$ cat src/rtl/ls_mem_ctrl.sv
// ls_mem_ctrl: load/store stage sequencer.
// Runs one data-memory transaction per L/S instruction over a req/gnt/rvalid
// handshake. It holds the upstream pipeline while the access is in flight,
// places store data and the byte mask in the right lanes, and aligns and
// extends load data for writeback.
//
// Optional build macro: LS_TIMEOUT_EN
//   Adds an 8-bit watchdog. When a request waits TIMEOUT_CYCLES cycles for
//   gnt/rvalid, the access is abandoned and reported through ls_err_o.
//   Without the macro the sequencer waits indefinitely.
//
// Ports:
//   clk, rstn        clock (rising edge), asynchronous active-low reset
//   ls_valid_i       L/S register holds a valid instruction
//   mem_wren_i       store enable
//   mem_lden_i       load enable
//   mem_op_i         funct3: B/H/W/D, BU/HU/WU, 111 reserved
//   addr_i           byte address
//   wdata_i          store data
//   ls_stall_o       hold upstream pipeline registers (combinational)
//   ldata_o          aligned, extended load result (held until next load)
//   ldata_valid_o    one-cycle strobe, ldata_o valid
//   ls_err_o         one-cycle strobe: misaligned/reserved/illegal access
//   dmem_req_o       memory request
//   dmem_we_o        1 = write
//   dmem_addr_o      8-byte-aligned address
//   dmem_wdata_o     lane-shifted store data
//   dmem_wmask_o     byte write mask
//   dmem_gnt_i       request accepted
//   dmem_rvalid_i    read data valid
//   dmem_rdata_i     read data
module ls_mem_ctrl #(
  parameter int unsigned XLEN           = 64,
  parameter int unsigned TIMEOUT_CYCLES = 255
) (
  input  logic            clk,
  input  logic            rstn,
  input  logic            ls_valid_i,
  input  logic            mem_wren_i,
  input  logic            mem_lden_i,
  input  logic [2:0]      mem_op_i,
  input  logic [XLEN-1:0] addr_i,
  input  logic [XLEN-1:0] wdata_i,
  output logic            ls_stall_o,
  output logic [XLEN-1:0] ldata_o,
  output logic            ldata_valid_o,
  output logic            ls_err_o,
  output logic            dmem_req_o,
  output logic            dmem_we_o,
  output logic [XLEN-1:0] dmem_addr_o,
  output logic [XLEN-1:0] dmem_wdata_o,
  output logic [7:0]      dmem_wmask_o,
  input  logic            dmem_gnt_i,
  input  logic            dmem_rvalid_i,
  input  logic [XLEN-1:0] dmem_rdata_i
);

  localparam int unsigned MASK_W = 8;
  localparam int unsigned CNT_W  = 8;

  localparam logic [2:0] OP_B  = 3'b000;
  localparam logic [2:0] OP_H  = 3'b001;
  localparam logic [2:0] OP_W  = 3'b010;
  localparam logic [2:0] OP_D  = 3'b011;
  localparam logic [2:0] OP_BU = 3'b100;
  localparam logic [2:0] OP_HU = 3'b101;
  localparam logic [2:0] OP_WU = 3'b110;
  localparam logic [2:0] OP_RS = 3'b111;

  typedef enum logic [1:0] {
    S_IDLE = 2'd0,
    S_REQ  = 2'd1,
    S_RESP = 2'd2,
    S_DONE = 2'd3
  } state_e;

  // Elaboration-time parameter sanity checks.
  if (XLEN != 64) begin : g_bad_xlen
    $error("ls_mem_ctrl: only XLEN=64 is supported");
  end
  if ((TIMEOUT_CYCLES < 1) || (TIMEOUT_CYCLES > 255)) begin : g_bad_timeout
    $error("ls_mem_ctrl: TIMEOUT_CYCLES must be in 1..255");
  end

  // State and capture registers.
  state_e            state_q, state_d;
  logic [XLEN-1:0]   addr_q, addr_d;
  logic [XLEN-1:0]   wdata_q, wdata_d;
  logic [MASK_W-1:0] wmask_q, wmask_d;
  logic              we_q, we_d;
  logic [2:0]        op_q, op_d;
  logic [2:0]        shift_q, shift_d;
  logic              req_q, req_d;
  logic [XLEN-1:0]   ldata_q, ldata_d;
  logic              ldata_valid_q, ldata_valid_d;
  logic              ls_err_q, ls_err_d;

  logic              start_c;
  logic              misalign_c;
  logic              bad_c;
  logic [MASK_W-1:0] mask_c;
  logic [XLEN-1:0]   rshift_c;
  logic [XLEN-1:0]   lfmt_c;
  logic              tmo_c;

  // Request decode, evaluated against the live L/S register contents.
  assign start_c = ls_valid_i & (mem_wren_i | mem_lden_i);

  always_comb begin
    misalign_c = 1'b0;
    unique case (mem_op_i[1:0])
      2'b00:   misalign_c = 1'b0;
      2'b01:   misalign_c = addr_i[0];
      2'b10:   misalign_c = (addr_i[1:0] != 2'b00);
      default: misalign_c = (addr_i[2:0] != 3'b000);
    endcase
  end

  // Stores have no unsigned/reserved forms, so any op with bit 2 set is illegal.
  assign bad_c = (mem_wren_i & mem_lden_i)
               | (mem_op_i == OP_RS)
               | misalign_c
               | (mem_wren_i & mem_op_i[2]);

  always_comb begin
    mask_c = '0;
    unique case (mem_op_i[1:0])
      2'b00:   mask_c = MASK_W'(8'h01) << addr_i[2:0];
      2'b01:   mask_c = MASK_W'(8'h03) << addr_i[2:0];
      2'b10:   mask_c = MASK_W'(8'h0F) << addr_i[2:0];
      default: mask_c = MASK_W'(8'hFF);
    endcase
  end

  // Load alignment: bring the addressed byte to lane 0, then extend.
  assign rshift_c = dmem_rdata_i >> {shift_q, 3'b000};

  always_comb begin
    lfmt_c = rshift_c;
    unique case (op_q)
      OP_B:    lfmt_c = {{(XLEN-8){rshift_c[7]}},   rshift_c[7:0]};
      OP_H:    lfmt_c = {{(XLEN-16){rshift_c[15]}}, rshift_c[15:0]};
      OP_W:    lfmt_c = {{(XLEN-32){rshift_c[31]}}, rshift_c[31:0]};
      OP_BU:   lfmt_c = {{(XLEN-8){1'b0}},  rshift_c[7:0]};
      OP_HU:   lfmt_c = {{(XLEN-16){1'b0}}, rshift_c[15:0]};
      OP_WU:   lfmt_c = {{(XLEN-32){1'b0}}, rshift_c[31:0]};
      OP_D:    lfmt_c = rshift_c;
      default: lfmt_c = rshift_c;
    endcase
  end

`ifdef LS_TIMEOUT_EN
  // Watchdog: zero while idle (so it starts at 0 on entry to REQ),
  // counts every cycle spent in REQ/RESP.
  logic [CNT_W-1:0] tmo_cnt_q, tmo_cnt_d;

  always_comb begin
    tmo_cnt_d = tmo_cnt_q;
    if (state_q == S_IDLE) begin
      tmo_cnt_d = '0;
    end else if ((state_q == S_REQ) || (state_q == S_RESP)) begin
      tmo_cnt_d = tmo_cnt_q + CNT_W'(1);
    end
  end

  always_ff @(posedge clk or negedge rstn) begin
    if (!rstn) begin
      tmo_cnt_q <= '0;
    end else begin
      tmo_cnt_q <= tmo_cnt_d;
    end
  end

  // Expires in the TIMEOUT_CYCLES-th waiting cycle.
  assign tmo_c = (tmo_cnt_q == CNT_W'(TIMEOUT_CYCLES - 1));
`else
  assign tmo_c = 1'b0;
`endif

  // Next-state and registered-output logic.
  always_comb begin
    state_d       = state_q;
    addr_d        = addr_q;
    wdata_d       = wdata_q;
    wmask_d       = wmask_q;
    we_d          = we_q;
    op_d          = op_q;
    shift_d       = shift_q;
    ldata_d       = ldata_q;
    req_d         = 1'b0;
    ldata_valid_d = 1'b0;
    ls_err_d      = 1'b0;

    unique case (state_q)
      S_IDLE: begin
        if (start_c) begin
          if (bad_c) begin
            state_d  = S_DONE;
            ls_err_d = 1'b1;
          end else begin
            state_d = S_REQ;
            req_d   = 1'b1;
            addr_d  = {addr_i[XLEN-1:3], 3'b000};
            wdata_d = wdata_i << {addr_i[2:0], 3'b000};
            wmask_d = mask_c;
            we_d    = mem_wren_i;
            op_d    = mem_op_i;
            shift_d = addr_i[2:0];
          end
        end
      end

      S_REQ: begin
        if (dmem_gnt_i) begin
          if (we_q) begin
            state_d = S_DONE;
          end else if (dmem_rvalid_i) begin
            state_d       = S_DONE;
            ldata_d       = lfmt_c;
            ldata_valid_d = 1'b1;
          end else begin
            state_d = S_RESP;
          end
        end else if (tmo_c) begin
          state_d  = S_DONE;
          ls_err_d = 1'b1;
        end else begin
          req_d = 1'b1;
        end
      end

      S_RESP: begin
        if (dmem_rvalid_i) begin
          state_d       = S_DONE;
          ldata_d       = lfmt_c;
          ldata_valid_d = 1'b1;
        end else if (tmo_c) begin
          state_d  = S_DONE;
          ls_err_d = 1'b1;
        end
      end

      S_DONE: begin
        state_d = S_IDLE;
      end

      default: begin
        state_d = S_IDLE;
      end
    endcase
  end

  // State register; reset aborts any transaction in flight.
  always_ff @(posedge clk or negedge rstn) begin
    if (!rstn) begin
      state_q       <= S_IDLE;
      addr_q        <= '0;
      wdata_q       <= '0;
      wmask_q       <= '0;
      we_q          <= 1'b0;
      op_q          <= 3'b000;
      shift_q       <= 3'b000;
      req_q         <= 1'b0;
      ldata_q       <= '0;
      ldata_valid_q <= 1'b0;
      ls_err_q      <= 1'b0;
    end else begin
      state_q       <= state_d;
      addr_q        <= addr_d;
      wdata_q       <= wdata_d;
      wmask_q       <= wmask_d;
      we_q          <= we_d;
      op_q          <= op_d;
      shift_q       <= shift_d;
      req_q         <= req_d;
      ldata_q       <= ldata_d;
      ldata_valid_q <= ldata_valid_d;
      ls_err_q      <= ls_err_d;
    end
  end

  // Stall is combinational so a new access holds the pipeline in its first
  // cycle; it is gated by rstn so every output reads 0 while in reset.
  assign ls_stall_o = rstn & (((state_q == S_IDLE) & start_c)
                              | (state_q == S_REQ)
                              | (state_q == S_RESP));

  assign ldata_o       = ldata_q;
  assign ldata_valid_o = ldata_valid_q;
  assign ls_err_o      = ls_err_q;
  assign dmem_req_o    = req_q;
  assign dmem_we_o     = we_q;
  assign dmem_addr_o   = addr_q;
  assign dmem_wdata_o  = wdata_q;
  assign dmem_wmask_o  = wmask_q;

endmodule

$ cat config.mk
export PLATFORM = sky130hd
export DESIGN_NAME = ls_mem_ctrl
export DESIGN_NICKNAME = d
export VERILOG_FILES = /design/src/rtl/ls_mem_ctrl.sv
export SDC_FILE = /design/constraint.sdc
export NUM_CORES = 1
export LEC_CHECK = 0
export BUFFER_PORTS_ARGS = -buffer_cell sky130_fd_sc_hd__buf_2
export CORE_AREA = 3 3 159 161
export DETAILED_ROUTE_END_ITERATION = 7
export DIE_AREA = 0 0 162 164
export PLACE_DENSITY = 0.81
export SLEW_MARGIN = 30
export SYNTH_ARGS = -nofsm -noshare
export SYNTH_HDL_FRONTEND = slang
export SYNTH_SLANG_ARGS = --single-unit
export TNS_END_PERCENT = 10
$ cat constraint.sdc
create_clock -name clk -period 3.2 [get_ports clk]
set_clock_uncertainty 0.05 [all_clocks]
set_input_delay 0.64 -clock clk [delete_from_list [all_inputs] [get_ports clk]]
set_output_delay 0.64 -clock clk [all_outputs]
set_load 0.01 [all_outputs]
**Yosys cells after proc, flatten, opt, wreduce, memory -nomap -nowiden**

Cells that the tools add are included.

- Flip-flop bits (word level): 209
- Bits of input ports: 202
- Logic and storage cells: 77

- Eq/ne operators: 15
- Shifts and indexed selects: 5
- Multiplexer cells: 25
- Bitwise operators: 12
- Reductions and logical operators: 9

Operators by type and width:

| cell | number |
|---|---|
| $pmux 64 s6 | 1 |
| $mux 64 | 3 |
| $pmux 64 s2 | 1 |
| $shl 64x6->64 | 1 |
| $shr 64x6->64 | 1 |
| $pmux 8 s3 | 1 |
| $eq 3x3->1 const B | 4 |
| $mux 1 | 11 |
| $reduce_and 3->1 | 3 |
| $mux 2 | 4 |
| $ne 2x2->1 const B | 4 |
| $pmux 2 s4 | 1 |
| $shl 1x3->8 const A | 1 |
| $shl 2x3->8 const A | 1 |
| $shl 4x3->8 const A | 1 |
| $eq 2x2->1 const B | 3 |
| $or 1x1->1 | 6 |
| $and 1x1->1 | 5 |
| $eq 2x1->1 const B | 2 |
| $logic_not 2->1 | 2 |
| $pmux 1 s2 | 2 |
| $reduce_bool 2->1 | 2 |
| $eq 3x1->1 const B | 1 |
| $eq 3x2->1 const B | 1 |
| 4 further kinds | 4 |

**Logic depth before layout (Yosys ltp)**

- Depth in word-level cells: 7
- Gate-level depth with buffers: 10

**Worst setup path before layout**

Ideal clock, no wire load.

- Path type: input-to-reg
- From: input mem_op_i[0]
- To: register wmask_q[5], in the netlist dmem_wmask_o[5]
- Arrival: 2.137 ns
- Data required time: 3.022 ns
- Path slack: 0.885 ns
- Cell stages on the path: 9
- Path through: ha_1 -> buf_2 -> or2_1 -> a21oi_2 -> o211ai_1 -> buf_2 -> buf_6 -> a2111oi_2 -> nor2_1

- Cells in the longest elaborated chain, start to end: 6

Ends and longest elaborated chain:

| what | line | text |
|---|---|---|
| start: declaration | 41 | `input logic [2:0] mem_op_i,` |
| $eq 2x2->1 (tied with other cells) | 111, 127 |  |
| $pmux 1 s3 or $or 1x1->1 (tied branches) | 111, 121 |  |
| $or 1x1->1 | 122 | `\| misalign_c` |
| $or 1x1->1 | 123 | `\| (mem_wren_i & mem_op_i[2]);` |
| $not 1->1 (no line) | - |  |
| $reduce_and 3->1 (no line) | - |  |
| end signal: assignment | 271 | `wmask_q <= wmask_d;` |
| end: declaration | 89 | `logic [MASK_W-1:0] wmask_q, wmask_d;` |

Several ways; a longest one is shown, not always the timed one.
A chain may end at the register's enable or synchronous reset.

**Worst setup path in the final report**

- From: register state_q[0]
- To: output ls_stall_o

- Cells in the longest elaborated chain, start to end: 5

Ends and longest elaborated chain:

| what | line | text |
|---|---|---|
| start: declaration | 86 | `state_e state_q, state_d;` |
| start signal: assignment | 268 | `state_q <= state_d;` |
| $logic_not 2->1 | 284 | `assign ls_stall_o = rstn & (((state_q == S_IDLE) & start_c)` |
| $and 1x1->1 | 284 |  |
| $or 1x1->1 | 285 | `\| (state_q == S_REQ)` |
| $or 1x1->1 * | 286 | `\| (state_q == S_RESP));` |
| $and 1x1->1 * | 284 |  |
| end: declaration | 44 | `output logic ls_stall_o,` |

Mark *: on every way between the ends. The rest lies on a longest branch, timed or not.

==> impl_metrics.toml <==
[status]
status = "finished, final reports clean"

[die]
start_util_pct = 48.18
die-height_um = 164
rows = 57
die_x_um = 162
io_pins = 407
coreArea_um2 = 24110
dieArea_um2 = 26570

[cells_and_area]
instances_no_fill = 1974
seq_area_um2 = 5233
final_nets = 1841
drive_gt1_share_pct = 34.04
nFillCells = 2164
multi_input_area_um2 = 5841
area_growth_syn_to_layout_pct = 25.91

[logic_synthesis]
synth_seq_cells = 209
yosysTopAreaCell = "dfrtp_1"
syn_avg_cell_area_um2 = 9.146
ys_seq_area_share_pct = 45.03
synth.top_cell.area_share_pct = 45.03
synth_ff_type = "dfrtp_1"
synth_most_common_cell = "nand2_1"
async_flop_share_pct = 100.0
synth.cell_area_um2 = 11610
synth_area_leaders = "dfrtp_1 45%, nand2_1 10%, mux2i_1 6.1%, mux4_2 5.2%, a21oi_1 4.8%"
ys_top_cells_by_count = "322 x nand2_1, 209 x dfrtp_1, 111 x a21oi_1"
yosysWarnings = 0
synth_edf_count = 0
syn_inst = 1270
ys_types = 58

[placement]
dp_slack_ns = 0.4393
dp.cells = 1929
routabilityCongestion = 0.9574
dp_hpwl_um = 30090
portBuffers = 403

[clock_tree]
htree_num_levels = 1
clk_pin_slew_ns = 0.06
clkLatencyLatePin_ns = 0.50
cts_buffers = 23
cts_max_path_buffers = 3
clock-sinks = 209
ctsResizeCount = 0
root_buffer = "clkbuf_16"
cts_tree = "built"

[worst_setup_path]
start_kind = "flop"
critPathArrivalTime_ns = 1.90
cp_data_required_time_ns = 2.51
path_class = "reg -> out"
cp_max_fo = 6
end_kind = "primary output"

[sta]
period_minus_slack_ns = 2.590
fin_crit_sh_pct = 80.93
fmax_mhz = 386.2
rsz0062_at_grt = "no"
setup_violations = 0
finalMaxSlewViolations = 0
timing.final.ws_setup_ns = 0.6104
hold_viol_final = 0
slew_headroom_pct = 44.39
finalSetupTns_ns = 0
worst_pin_slew_ns = 0.8341

[drt]
wirelength_um = 40370
drcViolationCount = 0
vias_per_cell = 5.713
drt_iter0_markers = 1158
first_pass_iters = 6
routedWlPerCell_um = 20.45
num_vias = 11277
ant_nets = 0

[power]
seqPwrFrac_pct = 34.4
p_per_area_nw_per_um2 = 947.8
p_leak_nw = 7.280
switching_share_pct = 42.18
pwr-share-clk_pct = 18.6
switchingPower_mw = 5.846
p_int_mw = 8.015
peakVddDrop_mv = 0.5304
pwr-share-comb_pct = 47.0

[global_routing]
grt_usage_pct = 29.34
grt_first_pass_wirelength_um = 61480
grt_pass1_vias = 10931
overflow = 0
grt_max_degree = 121
antenna_found_initial = 8

[min_path]
hold_class = "in -> reg"

[run]
max_cap_viol_count = 0
## cells by family after synthesis
| family | after synthesis | share of synthesized area [%] |
|---|---|---|
| AOI/OAI and AO/OA | 309 | 16.90 |
| and+or+nand+nor | 496 | 17.63 |
| adders and majority gates | 8 | 0.8618 |
| DFF | 209 | 45.03 |
| muxes | 132 | 14.68 |
| buffers and inverters | 115 | 4.858 |
| other | 1 | 0.03229 |
## final timing paths
| path | depth (start not counted) | startpoint | endpoint | slack [ns] |
|---|---|---|---|---|
| max in group asynchronous | 3 | rstn | dmem_addr_o[37] | 1.41 |
| setup reg to reg | 6 | shift_q[1] | ldata_o[12] | 0.73 |
| min in group asynchronous | 2 | rstn | dmem_wdata_o[46] | 0.54 |
| hold / removal | 3 | addr_i[58] | dmem_addr_o[58] | 0.27 |
| hold reg to reg | 2 | dmem_wdata_o[18] | dmem_wdata_o[18] | 0.41 |
| setup / recovery | 6 | state_q[0] | ls_stall_o | 0.61 |
## cell type report
type                            instances  area share [%]
Multi-Input combinational cell        948           39.94
Timing Repair Buffer                  437           16.15
Antenna cell                            5         0.08556
Tap cell                              324           2.772
Inverter                               12          0.3080
Sequential cell                       209           35.78
Clock buffer                           29           4.363
Clock inverter                         10          0.5989
## sequential cells by signal, indices dropped and copies added (netlist names)
name	flops
dmem_req_o	1
state_q	2
ls_err_o	1
shift_q	3
dmem_we_o	1
op_q	3
ldata_valid_o	1
dmem_wmask_o	8
ldata_o	64
dmem_wdata_o	64
dmem_addr_o	61
## power by group through the flow
| stage | clock network, mW | logic, mW | registers [mW] |
|---|---|---|---|
| final | 2.58 | 6.52 | 4.76 |
| after global routing | 2.75 | 7.11 | 4.89 |
| after CTS | 2.63 | 6.51 | 4.74 |
| after detailed placement | 0 | 6.50 | 4.74 |
| after global placement | 0 | 6.35 | 4.76 |
| after floorplan | 0 | 3.53 | 5.12 |
## per-stage QoR
step	util (%)	power (mW)	hold WS [ns]	cell area [um2]
final	60.67	13.86	0.2742	14620
after global routing	60.67	14.75	0.2656	14620
after CTS	60.61	13.89	0.2522	14610
after detailed placement	57.56	11.24	0.4013	13880
after global placement	57.56	11.10	0.3981	13880
after floorplan	-	8.654	0.2944	11620
## metal layers
metal	GRT usage [%]	vias up	share of wire (%)
met5	0	-	0.099
met4	12.76	6	4.3
met3	6.810	103	9.3
met2	48.59	618	48
met1	37.04	5410	38
li1	-	5140	-
## cells in the final DEF (no fill, tap or decap), types with 8 or more instances in the layout
master | synthesis | final
nor2b_1 | 27 | 27
a211oi_1 | 23 | 23
mux2_2 | 30 | 30
inv_1 | 10 | 10
o21ai_0 | 68 | 68
a21oi_1 | 111 | 111
dfrtp_1 | 209 | 207
ha_1 | 8 | 8
nand2_1 | 322 | 322
nand3_1 | 9 | 9
mux2i_1 | 71 | 71
mux4_2 | 27 | 27
a31oi_2 | 10 | 10
o31ai_1 | 13 | 13
o21a_1 | 12 | 11
a31oi_1 | 20 | 20
buf_2 | 40 | 401
nand2b_1 | 13 | 13
buf_4 | 14 | 28
clkbuf_16 | 0 | 23
nor2_1 | 106 | 106
## worst max-delay path, cell delays in order (launching register included)
cell	delay, ns
dfrtp_1	0.39
inv_1	0.12
ha_1	0.27
inv_1	0.08
nor2_1	0.22
o31a_1	0.18
buf_2	0.15
## what timing repair did
item | CTS | global route
hold buffers | 1 | 0
buffers inserted | 0 | 0
endpoints found under the hold margin | 23 | 0
Power figures use the tool's default switching activity.
